--- config.mk ---
export PLATFORM = sky130hd
export DESIGN_NAME = ps2_keyboard
export DESIGN_NICKNAME = d
export VERILOG_FILES = /design/src/rtl/ps2_keyboard.sv
export SDC_FILE = /design/constraint.sdc
export NUM_CORES = 1
export LEC_CHECK = 0
export BUFFER_PORTS_ARGS = -buffer_cell sky130_fd_sc_hd__clkbuf_2
export CAP_MARGIN = 25
export CELL_PAD_IN_SITES_DETAIL_PLACEMENT = 2
export CELL_PAD_IN_SITES_GLOBAL_PLACEMENT = 2
export CORE_ASPECT_RATIO = 0.5
export CORE_MARGIN = 2
export CORE_UTILIZATION = 36
export DETAILED_ROUTE_END_ITERATION = 12
export GPL_ROUTABILITY_DRIVEN = 0
export PLACE_DENSITY = 0.79
export SLEW_MARGIN = 20
export SYNTH_ARGS = -nofsm -noshare
export SYNTH_HDL_FRONTEND = slang
export SYNTH_SLANG_ARGS = --single-unit
export TNS_END_PERCENT = 100
--- constraint.sdc ---
create_clock -name sys_clock -period 2.6 [get_ports sys_clock]
set_clock_uncertainty 0.15 [all_clocks]
set_input_delay 0.13 -clock sys_clock [delete_from_list [all_inputs] [get_ports sys_clock]]
set_output_delay 0.13 -clock sys_clock [all_outputs]
set_load 0.01 [all_outputs]
--- src/rtl/ps2_keyboard.sv ---
// Apple-1 PS/2 keyboard input: conditioned PS/2 receiver, Set-2 to ASCII decoder and PIA keyboard port.
// Define TYPEAHEAD_FIFO_EN to replace the single overwrite register with a FIFO_DEPTH type-ahead FIFO.
//
// state     | meaning
// RX_IDLE   | waiting for a start bit (strobe with data low)
// RX_DATA   | shifting in 8 data bits, LSB first
// RX_PARITY | capturing the odd-parity bit
// RX_STOP   | checking stop bit and parity, emitting frame_valid
module ps2_keyboard #(
   parameter int unsigned FILTER_LEN     = 8,
   parameter int unsigned TIMEOUT_CYCLES = 14318,
   parameter int unsigned FIFO_DEPTH     = 8
) (
   input  logic       sys_clock,
   input  logic       reset,
   input  logic       cpu_clken,
   input  logic       ps2_clk,
   input  logic       ps2_data,
   input  logic       address,
   input  logic       r_en,
   output logic [7:0] dout,
   output logic       key_ready,
   output logic       reset_key
);

   localparam int unsigned FLT_W = $clog2(FILTER_LEN + 1);
   localparam int unsigned TMO_W = $clog2(TIMEOUT_CYCLES + 1);

   typedef enum logic [1:0] {
      RX_IDLE,
      RX_DATA,
      RX_PARITY,
      RX_STOP
   } rx_state_t;

   logic             clk_meta_q, clk_sync_q, dat_meta_q, dat_sync_q;
   logic             clk_filt_q, clk_filt_d;
   logic [FLT_W-1:0] flt_cnt_q, flt_cnt_d;
   logic             strobe;

   rx_state_t        rx_state_q, rx_state_d;
   logic [2:0]       bit_cnt_q, bit_cnt_d;
   logic [7:0]       rx_shift_q, rx_shift_d;
   logic             rx_par_q, rx_par_d;
   logic [TMO_W-1:0] tmo_q, tmo_d;
   logic             frame_valid_q, frame_valid_d;
   logic [7:0]       frame_byte_q, frame_byte_d;

   logic             ext_q, ext_d, brk_q, brk_d;
   logic             shift_held_q, shift_held_d, ctrl_q, ctrl_d;
   logic             emit_q, emit_d;
   logic [6:0]       emit_char_q, emit_char_d;
   logic             reset_key_q, reset_key_d;
   logic [8:0]       key_map;

   logic             rd_clr;
   logic [6:0]       head_char;

   // Input conditioning: 2-FF synchronisers, then a stability filter on the clock
   always_ff @(posedge sys_clock or posedge reset) begin
      if (reset) begin
         clk_meta_q <= 1'b0;
         clk_sync_q <= 1'b0;
         dat_meta_q <= 1'b0;
         dat_sync_q <= 1'b0;
         clk_filt_q <= 1'b0;
         flt_cnt_q  <= FLT_W'(FILTER_LEN - 1);
      end else begin
         clk_meta_q <= ps2_clk;
         clk_sync_q <= clk_meta_q;
         dat_meta_q <= ps2_data;
         dat_sync_q <= dat_meta_q;
         clk_filt_q <= clk_filt_d;
         flt_cnt_q  <= flt_cnt_d;
      end
   end

   always_comb begin
      clk_filt_d = clk_filt_q;
      flt_cnt_d  = FLT_W'(FILTER_LEN - 1);
      if (clk_sync_q != clk_filt_q) begin
         if (flt_cnt_q == '0) begin
            clk_filt_d = clk_sync_q;
         end else begin
            flt_cnt_d = flt_cnt_q - FLT_W'(1);
         end
      end
   end

   assign strobe = clk_filt_q & ~clk_filt_d;

   always_ff @(posedge sys_clock or posedge reset) begin
      if (reset) begin
         rx_state_q    <= RX_IDLE;
         bit_cnt_q     <= '0;
         rx_shift_q    <= '0;
         rx_par_q      <= 1'b0;
         tmo_q         <= '0;
         frame_valid_q <= 1'b0;
         frame_byte_q  <= '0;
      end else begin
         rx_state_q    <= rx_state_d;
         bit_cnt_q     <= bit_cnt_d;
         rx_shift_q    <= rx_shift_d;
         rx_par_q      <= rx_par_d;
         tmo_q         <= tmo_d;
         frame_valid_q <= frame_valid_d;
         frame_byte_q  <= frame_byte_d;
      end
   end

   always_comb begin
      rx_state_d    = rx_state_q;
      bit_cnt_d     = bit_cnt_q;
      rx_shift_d    = rx_shift_q;
      rx_par_d      = rx_par_q;
      tmo_d         = tmo_q;
      frame_valid_d = 1'b0;
      frame_byte_d  = frame_byte_q;
      if (strobe) begin
         tmo_d = TMO_W'(TIMEOUT_CYCLES - 1);
      end
      unique case (rx_state_q)
         RX_IDLE: begin
            if (strobe && !dat_sync_q) begin
               rx_state_d = RX_DATA;
               bit_cnt_d  = '0;
            end
         end
         RX_DATA: begin
            if (strobe) begin
               rx_shift_d = {dat_sync_q, rx_shift_q[7:1]};
               bit_cnt_d  = bit_cnt_q + 3'd1;
               if (bit_cnt_q == 3'd7) begin
                  rx_state_d = RX_PARITY;
               end
            end
         end
         RX_PARITY: begin
            if (strobe) begin
               rx_par_d   = dat_sync_q;
               rx_state_d = RX_STOP;
            end
         end
         RX_STOP: begin
            if (strobe) begin
               if (dat_sync_q && (^{rx_shift_q, rx_par_q})) begin
                  frame_valid_d = 1'b1;
                  frame_byte_d  = rx_shift_q;
               end
               rx_state_d = RX_IDLE;
            end
         end
         default: rx_state_d = RX_IDLE;
      endcase
      // Abort a stalled frame once the down-counter expires without a strobe
      if ((rx_state_q != RX_IDLE) && !strobe) begin
         if (tmo_q == '0) begin
            rx_state_d = RX_IDLE;
         end else begin
            tmo_d = tmo_q - TMO_W'(1);
         end
      end
   end

   // Result: {mapped, is_letter, ascii[6:0]}
   function automatic logic [8:0] map_code(input logic [7:0] code, input logic shifted);
      logic [8:0] r;
      r = '0;
      case (code)
         8'h1C: r = {2'b11, 7'h41};
         8'h32: r = {2'b11, 7'h42};
         8'h21: r = {2'b11, 7'h43};
         8'h23: r = {2'b11, 7'h44};
         8'h24: r = {2'b11, 7'h45};
         8'h2B: r = {2'b11, 7'h46};
         8'h34: r = {2'b11, 7'h47};
         8'h33: r = {2'b11, 7'h48};
         8'h43: r = {2'b11, 7'h49};
         8'h3B: r = {2'b11, 7'h4A};
         8'h42: r = {2'b11, 7'h4B};
         8'h4B: r = {2'b11, 7'h4C};
         8'h3A: r = {2'b11, 7'h4D};
         8'h31: r = {2'b11, 7'h4E};
         8'h44: r = {2'b11, 7'h4F};
         8'h4D: r = {2'b11, 7'h50};
         8'h15: r = {2'b11, 7'h51};
         8'h2D: r = {2'b11, 7'h52};
         8'h1B: r = {2'b11, 7'h53};
         8'h2C: r = {2'b11, 7'h54};
         8'h3C: r = {2'b11, 7'h55};
         8'h2A: r = {2'b11, 7'h56};
         8'h1D: r = {2'b11, 7'h57};
         8'h22: r = {2'b11, 7'h58};
         8'h35: r = {2'b11, 7'h59};
         8'h1A: r = {2'b11, 7'h5A};
         8'h45: r = {2'b10, shifted ? 7'h29 : 7'h30};
         8'h16: r = {2'b10, shifted ? 7'h21 : 7'h31};
         8'h1E: r = {2'b10, shifted ? 7'h40 : 7'h32};
         8'h26: r = {2'b10, shifted ? 7'h23 : 7'h33};
         8'h25: r = {2'b10, shifted ? 7'h24 : 7'h34};
         8'h2E: r = {2'b10, shifted ? 7'h25 : 7'h35};
         8'h36: r = {2'b10, shifted ? 7'h5E : 7'h36};
         8'h3D: r = {2'b10, shifted ? 7'h26 : 7'h37};
         8'h3E: r = {2'b10, shifted ? 7'h2A : 7'h38};
         8'h46: r = {2'b10, shifted ? 7'h28 : 7'h39};
         8'h41: r = {2'b10, shifted ? 7'h3C : 7'h2C};
         8'h49: r = {2'b10, shifted ? 7'h3E : 7'h2E};
         8'h4A: r = {2'b10, shifted ? 7'h3F : 7'h2F};
         8'h4C: r = {2'b10, shifted ? 7'h3A : 7'h3B};
         8'h52: r = {2'b10, shifted ? 7'h22 : 7'h27};
         8'h4E: r = {2'b10, shifted ? 7'h5F : 7'h2D};
         8'h55: r = {2'b10, shifted ? 7'h2B : 7'h3D};
         8'h54: r = {2'b10, shifted ? 7'h7B : 7'h5B};
         8'h5B: r = {2'b10, shifted ? 7'h7D : 7'h5D};
         8'h5D: r = {2'b10, shifted ? 7'h7C : 7'h5C};
         8'h29: r = {2'b10, 7'h20};
         8'h5A: r = {2'b10, 7'h0D};
         8'h66: r = {2'b10, 7'h5F};
         8'h76: r = {2'b10, 7'h1B};
         default: r = '0;
      endcase
      return r;
   endfunction

   assign key_map = map_code(frame_byte_q, shift_held_q);

   always_ff @(posedge sys_clock or posedge reset) begin
      if (reset) begin
         ext_q        <= 1'b0;
         brk_q        <= 1'b0;
         shift_held_q <= 1'b0;
         ctrl_q       <= 1'b0;
         emit_q       <= 1'b0;
         emit_char_q  <= '0;
         reset_key_q  <= 1'b0;
      end else begin
         ext_q        <= ext_d;
         brk_q        <= brk_d;
         shift_held_q <= shift_held_d;
         ctrl_q       <= ctrl_d;
         emit_q       <= emit_d;
         emit_char_q  <= emit_char_d;
         reset_key_q  <= reset_key_d;
      end
   end

   always_comb begin
      ext_d        = ext_q;
      brk_d        = brk_q;
      shift_held_d = shift_held_q;
      ctrl_d       = ctrl_q;
      emit_d       = 1'b0;
      emit_char_d  = emit_char_q;
      reset_key_d  = 1'b0;
      if (frame_valid_q) begin
         if (frame_byte_q == 8'hE0) begin
            ext_d = 1'b1;
         end else if (frame_byte_q == 8'hF0) begin
            brk_d = 1'b1;
         end else begin
            ext_d = 1'b0;
            brk_d = 1'b0;
            if ((frame_byte_q == 8'h12) || (frame_byte_q == 8'h59)) begin
               shift_held_d = ~brk_q;
            end else if (frame_byte_q == 8'h14) begin
               ctrl_d = ~brk_q;
            end else if (!brk_q) begin
               // Only keypad Enter survives the extended prefix
               if (ext_q) begin
                  if (frame_byte_q == 8'h5A) begin
                     emit_d      = 1'b1;
                     emit_char_d = 7'h0D;
                  end
               end else if (frame_byte_q == 8'h07) begin
                  reset_key_d = 1'b1;
               end else if (key_map[8]) begin
                  emit_d      = 1'b1;
                  emit_char_d = (key_map[7] && ctrl_q) ? (key_map[6:0] & 7'h1F) : key_map[6:0];
               end
            end
         end
      end
   end

   assign reset_key = reset_key_q;
   assign rd_clr    = cpu_clken & r_en & ~address;

`ifdef TYPEAHEAD_FIFO_EN
   localparam int unsigned PTR_W = (FIFO_DEPTH > 1) ? $clog2(FIFO_DEPTH) : 1;

   logic [6:0]     fifo_mem_q [FIFO_DEPTH];
   logic [PTR_W:0] wr_ptr_q, rd_ptr_q;
   logic           fifo_empty, fifo_full, fifo_push, fifo_pop;

   assign fifo_empty = (wr_ptr_q == rd_ptr_q);
   assign fifo_full  = ((wr_ptr_q - rd_ptr_q) == (PTR_W + 1)'(FIFO_DEPTH));
   assign fifo_pop   = rd_clr & ~fifo_empty;
   // A pop in the same cycle frees the slot, so a full FIFO still accepts
   assign fifo_push  = emit_q & (~fifo_full | fifo_pop);

   always_ff @(posedge sys_clock or posedge reset) begin
      if (reset) begin
         wr_ptr_q <= '0;
         rd_ptr_q <= '0;
         for (int i = 0; i < int'(FIFO_DEPTH); i++) begin
            fifo_mem_q[i] <= '0;
         end
      end else begin
         if (fifo_push) begin
            fifo_mem_q[wr_ptr_q[PTR_W-1:0]] <= emit_char_q;
            wr_ptr_q <= wr_ptr_q + (PTR_W + 1)'(1);
         end
         if (fifo_pop) begin
            rd_ptr_q <= rd_ptr_q + (PTR_W + 1)'(1);
         end
      end
   end

   assign key_ready = ~fifo_empty;
   assign head_char = fifo_mem_q[rd_ptr_q[PTR_W-1:0]];
`else
   logic [6:0] char_q;
   logic       key_ready_q;

   always_ff @(posedge sys_clock or posedge reset) begin
      if (reset) begin
         char_q      <= '0;
         key_ready_q <= 1'b0;
      end else if (emit_q) begin
         char_q      <= emit_char_q;
         key_ready_q <= 1'b1;
      end else if (rd_clr) begin
         key_ready_q <= 1'b0;
      end
   end

   assign key_ready = key_ready_q;
   assign head_char = char_q;
`endif

   always_comb begin
      dout = address ? {key_ready, 7'b0} : {1'b1, head_char};
   end

endmodule

==> qor.txt <==
CTS root buf = clkbuf_16
Req. time, crit path = 2.68 ns
nature of the critical path startpoint = flop
top sig layer = met5
Final Critical Period = 3.032 ns
Top delay family on crit path = simple AND/OR/NAND/NOR gates
combinational share of power = 0.087
initial antenna violation count = 0
Die Width = 159.0 um
total wire length = 29.47 mm
number of unique standard cell types used by synthesis = 72
# diodes = 0
met2 wire len = 12.68 mm
first-pass GRT wire length = 38.90 mm
f_max = 0.3298 GHz
RSZ-0062 raised after global routing = true
CTS HTree Levels = 3
Internal = 1831 uW
Core Box Area = 11770 um2
Synth Warn # = 0
met1 layer wirelength in the final routing = 11.43 mm
Pwr per Cell Area = 425.1 nW/um2
worst min path class = in -> reg
Switching Fraction = 0.2997
Initial Util = 0.3671
Initial DRC Count = 578
synthesized instance count = 474
drc violations = 0
count of pins over their slew limit = 0
layout cells sized above 1 = 0.4065
largest net degree at the start of global routing = 31
Routed wire per std cell = 37.78 um
failing checks = setup timing
total CTS buffers = 9
Finish-stage setup viols = 11
synthesized flop and latch total = 67
Core Rows = 28
die area = 12950 um2
proportion of netlist area held by the largest area contributor = 0.3706
HPWL Detailed = 13.89 mm
power share of the clock group = 0.477
Least-Margin Pin Slew = 0.6672 ns
post-synthesis sequential area ratio = 0.3888
final period utilization = 1.166
pre-CTS setup slack = -0.2939 ns
class of the most critical setup path = reg -> reg
run status = finished, violations left
CP max FO = 8
worst skew pair latency = 0.36 ns
metal3 WL = 3.018 mm
Area contributors post-synth = dfrtp_1, nand2_1, mux2_2, xor2_1, nor2_1
Post-Syn Nets = 485
Worst slew margin = 0.5546
via count = 5275
overall routing resource usage = 0.4212
port bufs = 16
dominant cell type by area after synthesis = dfrtp_1
first-pass detailed-route iteration total = 5
Peak VDD IR = 0.5150 mV
Buf+Inv Stages, Crit Path = 3
DIE HEIGHT = 81.48 um
Reg clk slew, reported paths = 0.07 ns
clk sinks = 67
Setup TNS = -3.245 ns
TritonCTS clock tree = done
asr flop ratio synth = 1.000
Sw Pwr = 783.6 uW
max cap viols = 0
# nets final = 621
part of the power in registers = 0.435
CP cell instances = buf_4, and3b_1, o211ai_1, nand4_1, buf_4, nor4_4, a31oi_4, buf_12, mux2_4
Critical Path Max Stage Delay = 0.48 ns
Final ANT Viol Nets = 0
CP max-delay cell = dfrtp_2
synthesized area = 4322 um2
io pins = 17
Crit path top cell by count = buf_4
Via-to-Cell Ratio = 6.763
CP Capture Type = flop
main flop type after synthesis = dfrtp_1
average size of a mapped cell = 9.117 um2
number of global-route vias before repair = 5460
arrival time worst endpoint = 3.11 ns
Post-synth EDFFs = 0
setup ws final = -0.4322 ns
GRT overflow = 0
final hold violation count = 0
Clock Path Buffers = 2
Pleak = 0.002824 uW
P&R area growth vs syn = 42.36%
final core occ = 0.5226
-- final timing paths --
kind	startpoint	endpoint	slack [ns]	cells after the start
min	cpu_clken	key_ready	0.02	4
max in group asynchronous	reset	frame_byte_q[7]	1.17	4
min reg2reg	dat_meta_q	dat_sync_q	0.22	0
min in group asynchronous	reset	tmo_q[8]	0.28	3
max	frame_byte_q[3]	emit_char_q[3]	-0.43	9
max reg2reg	frame_byte_q[3]	emit_char_q[3]	-0.43	9
-- final cells by class --
cell class	count	area [um2]
well taps	165	206.4
clock buffers	10	229.0
clock inverters	6	48.80
fillers	1228	5619
flip-flops and latches	67	1692
inverters	15	56.30
repair buffers	160	1236
multi-input cells	357	2684
-- placed cells by master (no fill, tap or decap), types with 13 or more instances in the layout --
| cell | n |
|---|---|
| nor2b_1 | 13 |
| inv_1 | 13 |
| buf_4 | 128 |
| o21ai_0 | 18 |
| nand2_1 | 60 |
| dfrtp_1 | 55 |
| clkbuf_2 | 16 |
| nand3_1 | 16 |
| xor2_1 | 13 |
| nor2_1 | 28 |
| a21oi_1 | 20 |
| mux2_2 | 16 |
-- kinds of logic (layout without fill, tap and decap cells) --
logic type / Yosys count / in the layout / share of synthesized area
flops: 67 / 67 / 0.3888
buf+inv: 50 / 191 / 0.04980
fa+ha+maj: 4 / 4 / 0.01158
compound gates: 96 / 96 / 0.1555
mux: 28 / 28 / 0.07151
xor+xnor: 22 / 22 / 0.04459
simple gates: 207 / 207 / 0.2782
-- power groups by stage --
stage	clock network, uW	logic [uW]	registers [uW]
floorplan	0	103	1130
global placement	0	137	1140
detailed placement	0	150	1140
CTS	1220	177	1130
global route	1270	239	1140
finish	1250	228	1140
-- state kept, by name (all words and copies together) (netlist names), 2 cells and up --
name          count
rx_state_q        2
frame_byte_q      8
rx_shift_q        8
char_q            7
emit_char_q       7
tmo_q            14
flt_cnt_q         4
bit_cnt_q         3
-- metrics by stage --
| step | std cells | total power [uW] | instance area, um2 | hold WS [ns] |
|---|---|---|---|---|
| after global placement | 718 | 1273 | 5197 | 0.07576 |
| final | 780 | 2615 | 6152 | 0.02166 |
| after global routing | 780 | 2651 | 6152 | 0.04689 |
| after detailed placement | 718 | 1292 | 5197 | 0.09049 |
| after CTS | 770 | 2524 | 5954 | 0.01427 |
| after floorplan | 474 | 1233 | 4322 | 0.01143 |
-- Yosys cell counts (3+ instances only) --
| library cell | instances |
|---|---|
| o211ai_1 | 9 |
| o22ai_1 | 3 |
| nand3_1 | 16 |
| ha_1 | 4 |
| a21oi_1 | 21 |
| dfstp_2 | 3 |
| dfrtp_1 | 64 |
| clkbuf_1 | 16 |
| nor2b_1 | 14 |
| nor3_1 | 7 |
| inv_1 | 14 |
| nand4bb_1 | 3 |
| a211o_1 | 4 |
| nand3b_1 | 4 |
| xnor2_1 | 9 |
| a211oi_1 | 3 |
| or3_1 | 4 |
| a22o_1 | 3 |
| nand4_1 | 8 |
| nor3b_1 | 9 |
| xor2_1 | 13 |
| nand4b_1 | 4 |
| nand2b_1 | 11 |
| nor2_1 | 29 |
| buf_2 | 16 |
| mux2_2 | 20 |
| a22oi_1 | 4 |
| nor4bb_1 | 3 |
| mux2i_1 | 5 |
| a31oi_1 | 5 |
| and3b_1 | 4 |
| o21ai_0 | 19 |
| nor4_1 | 5 |
| o32ai_1 | 4 |
| nor4b_2 | 3 |
| mux2_1 | 3 |
| and2_1 | 3 |
| nand2_1 | 61 |
-- layer usage --
| layer | vias to the layer above | global-route usage |
|---|---|---|
| met1 | 2676 | 0.4961 |
| met4 | 2 | 0.2782 |
| met2 | 415 | 0.6790 |
| met5 | - | 0 |
| li1 | 1997 | - |
| met3 | 185 | 0.1384 |
-- worst register-to-register path, delay by kind of cell (launching register included) --
| kind | cells | cell delay [ns] |
|---|---|---|
| AND/OR/NAND/NOR | 3 | 0.85 |
| buffers and inverters | 3 | 0.56 |
| AO/OA/AOI/OAI | 2 | 0.53 |
| flip-flops | 1 | 0.48 |
| multiplexers | 1 | 0.33 |
-- timing repair --
item | in CTS | in global routing
endpoints found under the hold margin | 28 | 0
setup endpoints to repair | 20 | 31
hold buffers | 4 | 0
setup buffers | 33 | 13
pin swaps | 20 | 22
gates resized for setup | 47 | 26
cloned | 0 | 0
(Power assumes the default switching activity.)
